<file path="src/rtl/tx_char_fifo.sv">
// tx_char_fifo: CPU-to-display character buffer behind the DSP/DSPCR
// register pair. Shows busy while full, drains over valid/ready, and latches
// a sticky overflow flag when a write is dropped.
module tx_char_fifo #(
  parameter int unsigned ADDR_W = 4
) (
  input  logic       clk25,
  input  logic       rst,
  input  logic       enable,
  input  logic       address,
  input  logic       w_en,
  input  logic [7:0] din,
  output logic [7:0] dout,
  output logic [6:0] out_data,
  output logic       out_valid,
  input  logic       out_ready,
  output logic       overflow
);

  localparam int unsigned DEPTH = 1 << ADDR_W;
  localparam int unsigned CNT_W = ADDR_W + 1;

  logic [6:0]        mem_q [DEPTH];
  logic [ADDR_W-1:0] wr_ptr_q, wr_ptr_d;
  logic [ADDR_W-1:0] rd_ptr_q, rd_ptr_d;
  logic [CNT_W-1:0]  count_q, count_d;
  logic              overflow_q, overflow_d;

  logic full_c;
  logic empty_c;
  logic push_c;
  logic push_ok_c;
  logic pop_c;
  logic ctrl_wr_c;

  assign full_c    = (count_q == CNT_W'(DEPTH));
  assign empty_c   = (count_q == '0);
  assign push_c    = enable & w_en & ~address;
  assign ctrl_wr_c = enable & w_en & address;
  assign push_ok_c = push_c & ~full_c;
  assign pop_c     = ~empty_c & out_ready;

  assign out_valid = ~empty_c;
  assign out_data  = mem_q[rd_ptr_q];
  assign overflow  = overflow_q;

  // Next-state for pointers, occupancy and the sticky overflow flag
  always_comb begin
    wr_ptr_d   = wr_ptr_q;
    rd_ptr_d   = rd_ptr_q;
    count_d    = count_q;
    overflow_d = overflow_q;

    if (push_ok_c) begin
      wr_ptr_d = wr_ptr_q + ADDR_W'(1);
    end
    if (push_c && full_c) begin
      overflow_d = 1'b1;
    end
    if (pop_c) begin
      rd_ptr_d = rd_ptr_q + ADDR_W'(1);
    end

    if (push_ok_c && !pop_c) begin
      count_d = count_q + CNT_W'(1);
    end else if (pop_c && !push_ok_c) begin
      count_d = count_q - CNT_W'(1);
    end

    // Flush wins over any pop happening in the same cycle
    if (ctrl_wr_c) begin
      if (din[0]) begin
        wr_ptr_d = '0;
        rd_ptr_d = '0;
        count_d  = '0;
      end
      if (din[7]) begin
        overflow_d = 1'b0;
      end
    end
  end

  // State registers, emptied immediately on reset
  always_ff @(posedge clk25 or posedge rst) begin
    if (rst) begin
      wr_ptr_q   <= '0;
      rd_ptr_q   <= '0;
      count_q    <= '0;
      overflow_q <= 1'b0;
    end else begin
      wr_ptr_q   <= wr_ptr_d;
      rd_ptr_q   <= rd_ptr_d;
      count_q    <= count_d;
      overflow_q <= overflow_d;
    end
  end

  // Character storage; contents are never observed while empty, so no reset
  always_ff @(posedge clk25) begin
    if (push_ok_c) begin
      mem_q[wr_ptr_q] <= din[6:0];
    end
  end

  // Bus read mux: busy bit at DSP, overflow and occupancy at DSPCR
  always_comb begin
    dout = 8'h00;
    if (enable && !w_en) begin
      if (address) begin
        dout = {overflow_q, 2'b00, 5'(count_q)};
      end else begin
        dout = {full_c, 7'b0000000};
      end
    end
  end

endmodule

</file>
<file path="config.mk">
export PLATFORM = sky130hd
export DESIGN_NAME = tx_char_fifo
export DESIGN_NICKNAME = d
export VERILOG_FILES = /design/src/rtl/tx_char_fifo.sv
export SDC_FILE = /design/constraint.sdc
export NUM_CORES = 1
export LEC_CHECK = 0
export ABC_AREA = 1
export BUFFER_PORTS_ARGS = -buffer_cell sky130_fd_sc_hd__clkbuf_2
export CORE_MARGIN = 2
export CORE_UTILIZATION = 54
export CTS_BUF_LIST = sky130_fd_sc_hd__clkbuf_16
export DETAILED_ROUTE_END_ITERATION = 10
export PLACE_DENSITY = 0.75
export SLEW_MARGIN = 5
export SYNTH_ARGS = -nofsm -noshare
export SYNTH_HDL_FRONTEND = slang
export SYNTH_SLANG_ARGS = --single-unit
</file>
<file path="constraint.sdc">
create_clock -name clk25 -period 1.9 [get_ports clk25]
set_input_delay 0.475 -clock clk25 [delete_from_list [all_inputs] [get_ports clk25]]
set_output_delay 0.475 -clock clk25 [all_outputs]
set_load 0.01 [all_outputs]
</file>
==> results.yml <==
power:
  p_leak_nw: 2.52
  power_density_mw_per_mm2: 1490
  total_power_mw: 10.0
  power.switching_mw: 3.44
  ir_drop_v: 0.000751
  pwr-share-comb_pct: 35.6
  internal-power_mw: 6.55
  power_frac_clock_pct: 30.9
  seqPwrFrac_pct: 33.5
  switching_share_pct: 34.5
synth:
  async_flop_share_pct: 11.1
  syn_area_mm2: 0.00539
  synthDistinctLibCells: 32
  ys_ff_latch: 126
  synth.largest_area_cell: "edfxtp_1"
  synth_top_area_share_pct: 62.4
  synth.most_common_cell: "edfxtp_1"
  seq_area_frac_synth_pct: 68.9
  syn_inst: 461
  netlist_top_cells_area: "edfxtp_1 62%, nor2_1 7.0%, dfrtp_1 6.5%, o21ai_0 6.0%, o211ai_1 2.5%"
  synthTopCellsByCount: "112 x edfxtp_1, 100 x nor2_1, 65 x o21ai_0"
  synth-edff-count: 112
  avgSynthCellArea_um2: 11.7
  yosysWarnings: 0
  ys.flop_type: "edfxtp_1"
clocking:
  htreeDepth: 4
  hold_buffers: 0
  clk_latency_ns: 0.41
  clk_pin_slew_ns: 0.06
  clkSinkCount: 126
  clockBufferDepth: 2
  cts_buffers: 17
  clock-root-buffer: "clkbuf_16"
  cts_tree: "built"
grt:
  use_met3_pct: 7.08
  antenna_found_initial: 0
  grt_pass1_wl_um: 20400
  grtUsageMet1_pct: 32.4
  grt-ovfl-total: 0
  first_global_vias: 3915
  grt_max_degree: 28
  use_met2_pct: 40.3
  top_usage_layer: "met2"
  grt_usage_pct: 25.3
route:
  drtPass1Iterations: 5
  drt_iter0_markers: 407
  viasPerCell: 5.78
  drc: 0
  wl_per_cell_um: 19.3
  via_count: 3938
  wirelength_um: 13200
  antenna_left: 0
place:
  portBuffers: 28
  dpl.hpwl_um: 7710
  placed_area_mm2: 0.00583
  gp_congestion: 0.855
  dp_slack_ns: -0.00813
  post-place-cells: 631
worst_setup_path:
  worstPathArrival_ns: 1.88
  endpoint_kind: "output port"
  worstReg2RegStart: "count_q[1]"
  slowest_delay_ns: 0.45
  cp_max_fo: 16
  crit_chain: "buf_6 > buf_12 > o21ai_2 > o22ai_1 > o211ai_1 > nand2_1 > buf_2"
  path_class: "flop to output port"
  start_kind: "flop"
  crit_start: "rd_ptr_q[0]"
  crit_required_ns: 1.42
  slowest_stage: "dfrtp_2"
sta:
  fmax_mhz: 424
  hold_ws_ns: 0.111
  final-hold-violation-count: 0
  maxSlewHeadroom_pct: 59.2
  fin_tns_setup_ns: -2.90
  setup_ws_ns: -0.457
  setup-violations-final: 7
  finalCriticalPeriod_ns: 2.36
  rsz0062_at_grt: "true"
  drv_slew: 0
  final.setup_skew_ns: 0.00689
  tightest_slew_ns: 0.611
  period_share_pct: 124
final_layout:
  drive_above_1_share_pct: 25.5
  fin_util_pct: 68.9
  fillers: 682
  area_growth_pct: 24.5
  antenna_cells: 0
  area.sequential_mm2: 0.00372
  multiInputGateArea_mm2: 0.00153
  final_nets: 556
  final_cell_area_mm2: 0.00671
  fin_cells: 681
flow_run:
  cap_viol_max_count: 0
floorplanning:
  core_mm2: 0.00973
  die_area_mm2: 0.0108
  die_h_um: 104
  start_util_pct: 55.4
  rows: 36
  die_w_um: 104
  ios: 31
status:
  status: "finished with violations"
  violations: "setup timing"
worst_hold_path:
  hold_path_class: "primary input to asynchronous set/reset pin"
## what timing repair did
action | 4_1_cts | 5_1_grt
resized for setup | 30 | 30
gates cloned | 2 | 1
pin swaps | 11 | 15
buffers inserted | 5 | 11
endpoints found under the setup margin | 9 | 9
## worst max-delay path, delay by kind of cell (launching register included)
family	cells	cell delay [ns]
flops	1	0.45
buf+inv	3	0.44
compound gates	3	0.41
simple gates	1	0.16
## sequential cells by signal, summed over array words and instances (netlist names)
name / count
overflow: 1
rd_ptr_q: 4
wr_ptr_q: 4
mem_q: 112
count_q: 5
## path summary, 6_finish.rpt
| path | slack [ns] | endpoint | cells past startpoint |
|---|---|---|---|
| max | -0.46 | out_data[0] | 7 |
| min in group clk25 | 0.24 | overflow | 2 |
| max in group asynchronous | 1.35 | rd_ptr_q[0] | 2 |
| min | 0.11 | overflow | 2 |
| min reg2reg | 0.60 | overflow | 2 |
| max reg2reg | 0.14 | mem_q[15][1] | 9 |
## metal layers
| metal | vias up | part of all wire [%] |
|---|---|---|
| li1 | 1809 | - |
| met1 | 1877 | 38 |
| met2 | 212 | 51 |
| met3 | 40 | 8.1 |
| met5 | - | 0 |
| met4 | 0 | 2.8 |
## cell families (layout without fill, tap and decap cells)
family,Yosys count,in the layout,share of synthesized area [%]
buf+inv,52,138,4.34
fa+ha+maj,7,7,1.63
flops,126,126,68.9
simple gates,159,159,12.5
other cells,1,2,0.0696
xor+xnor,1,1,0.163
compound gates,115,115,12.4
## cell type report
| type | instances | share of cell area (%) |
|---|---|---|
| clock buffer | 17 | 6.34 |
| clock inverter | 15 | 2.20 |
| inverter | 28 | 1.75 |
| multi-input combinational | 284 | 22.8 |
| sequential | 126 | 55.4 |
| tap | 133 | 2.48 |
| timing repair buffer | 78 | 9.05 |
## power groups by stage
stage,combinational (mW),clock (mW),sequential (mW)
after floorplan,1.91,0,3.36
after global placement,2.73,0,3.39
after detailed placement,2.83,0,3.40
after CTS,3.26,3.11,3.35
after global routing,3.88,3.23,3.36
final,3.56,3.09,3.35
## cells in the final DEF, fill, tap and decap left out, types with 3 or more instances in the layout
cell,instances
clkinv_2,3
nand2_4,3
buf_4,40
dfrtp_2,3
ha_1,6
inv_1,22
o21ai_2,4
nor2_1,92
edfxtp_1,112
buf_2,4
clkbuf_16,18
o21ai_1,14
o21ai_0,49
dfrtp_1,11
clkbuf_2,23
o221ai_1,9
nand3_1,15
clkinvlp_4,4
clkinv_1,3
nand2_1,32
nor2_2,9
buf_6,7
o22ai_1,6
clkinv_4,4
a21oi_1,11
o211ai_1,18
(Power assumes the default switching activity.)
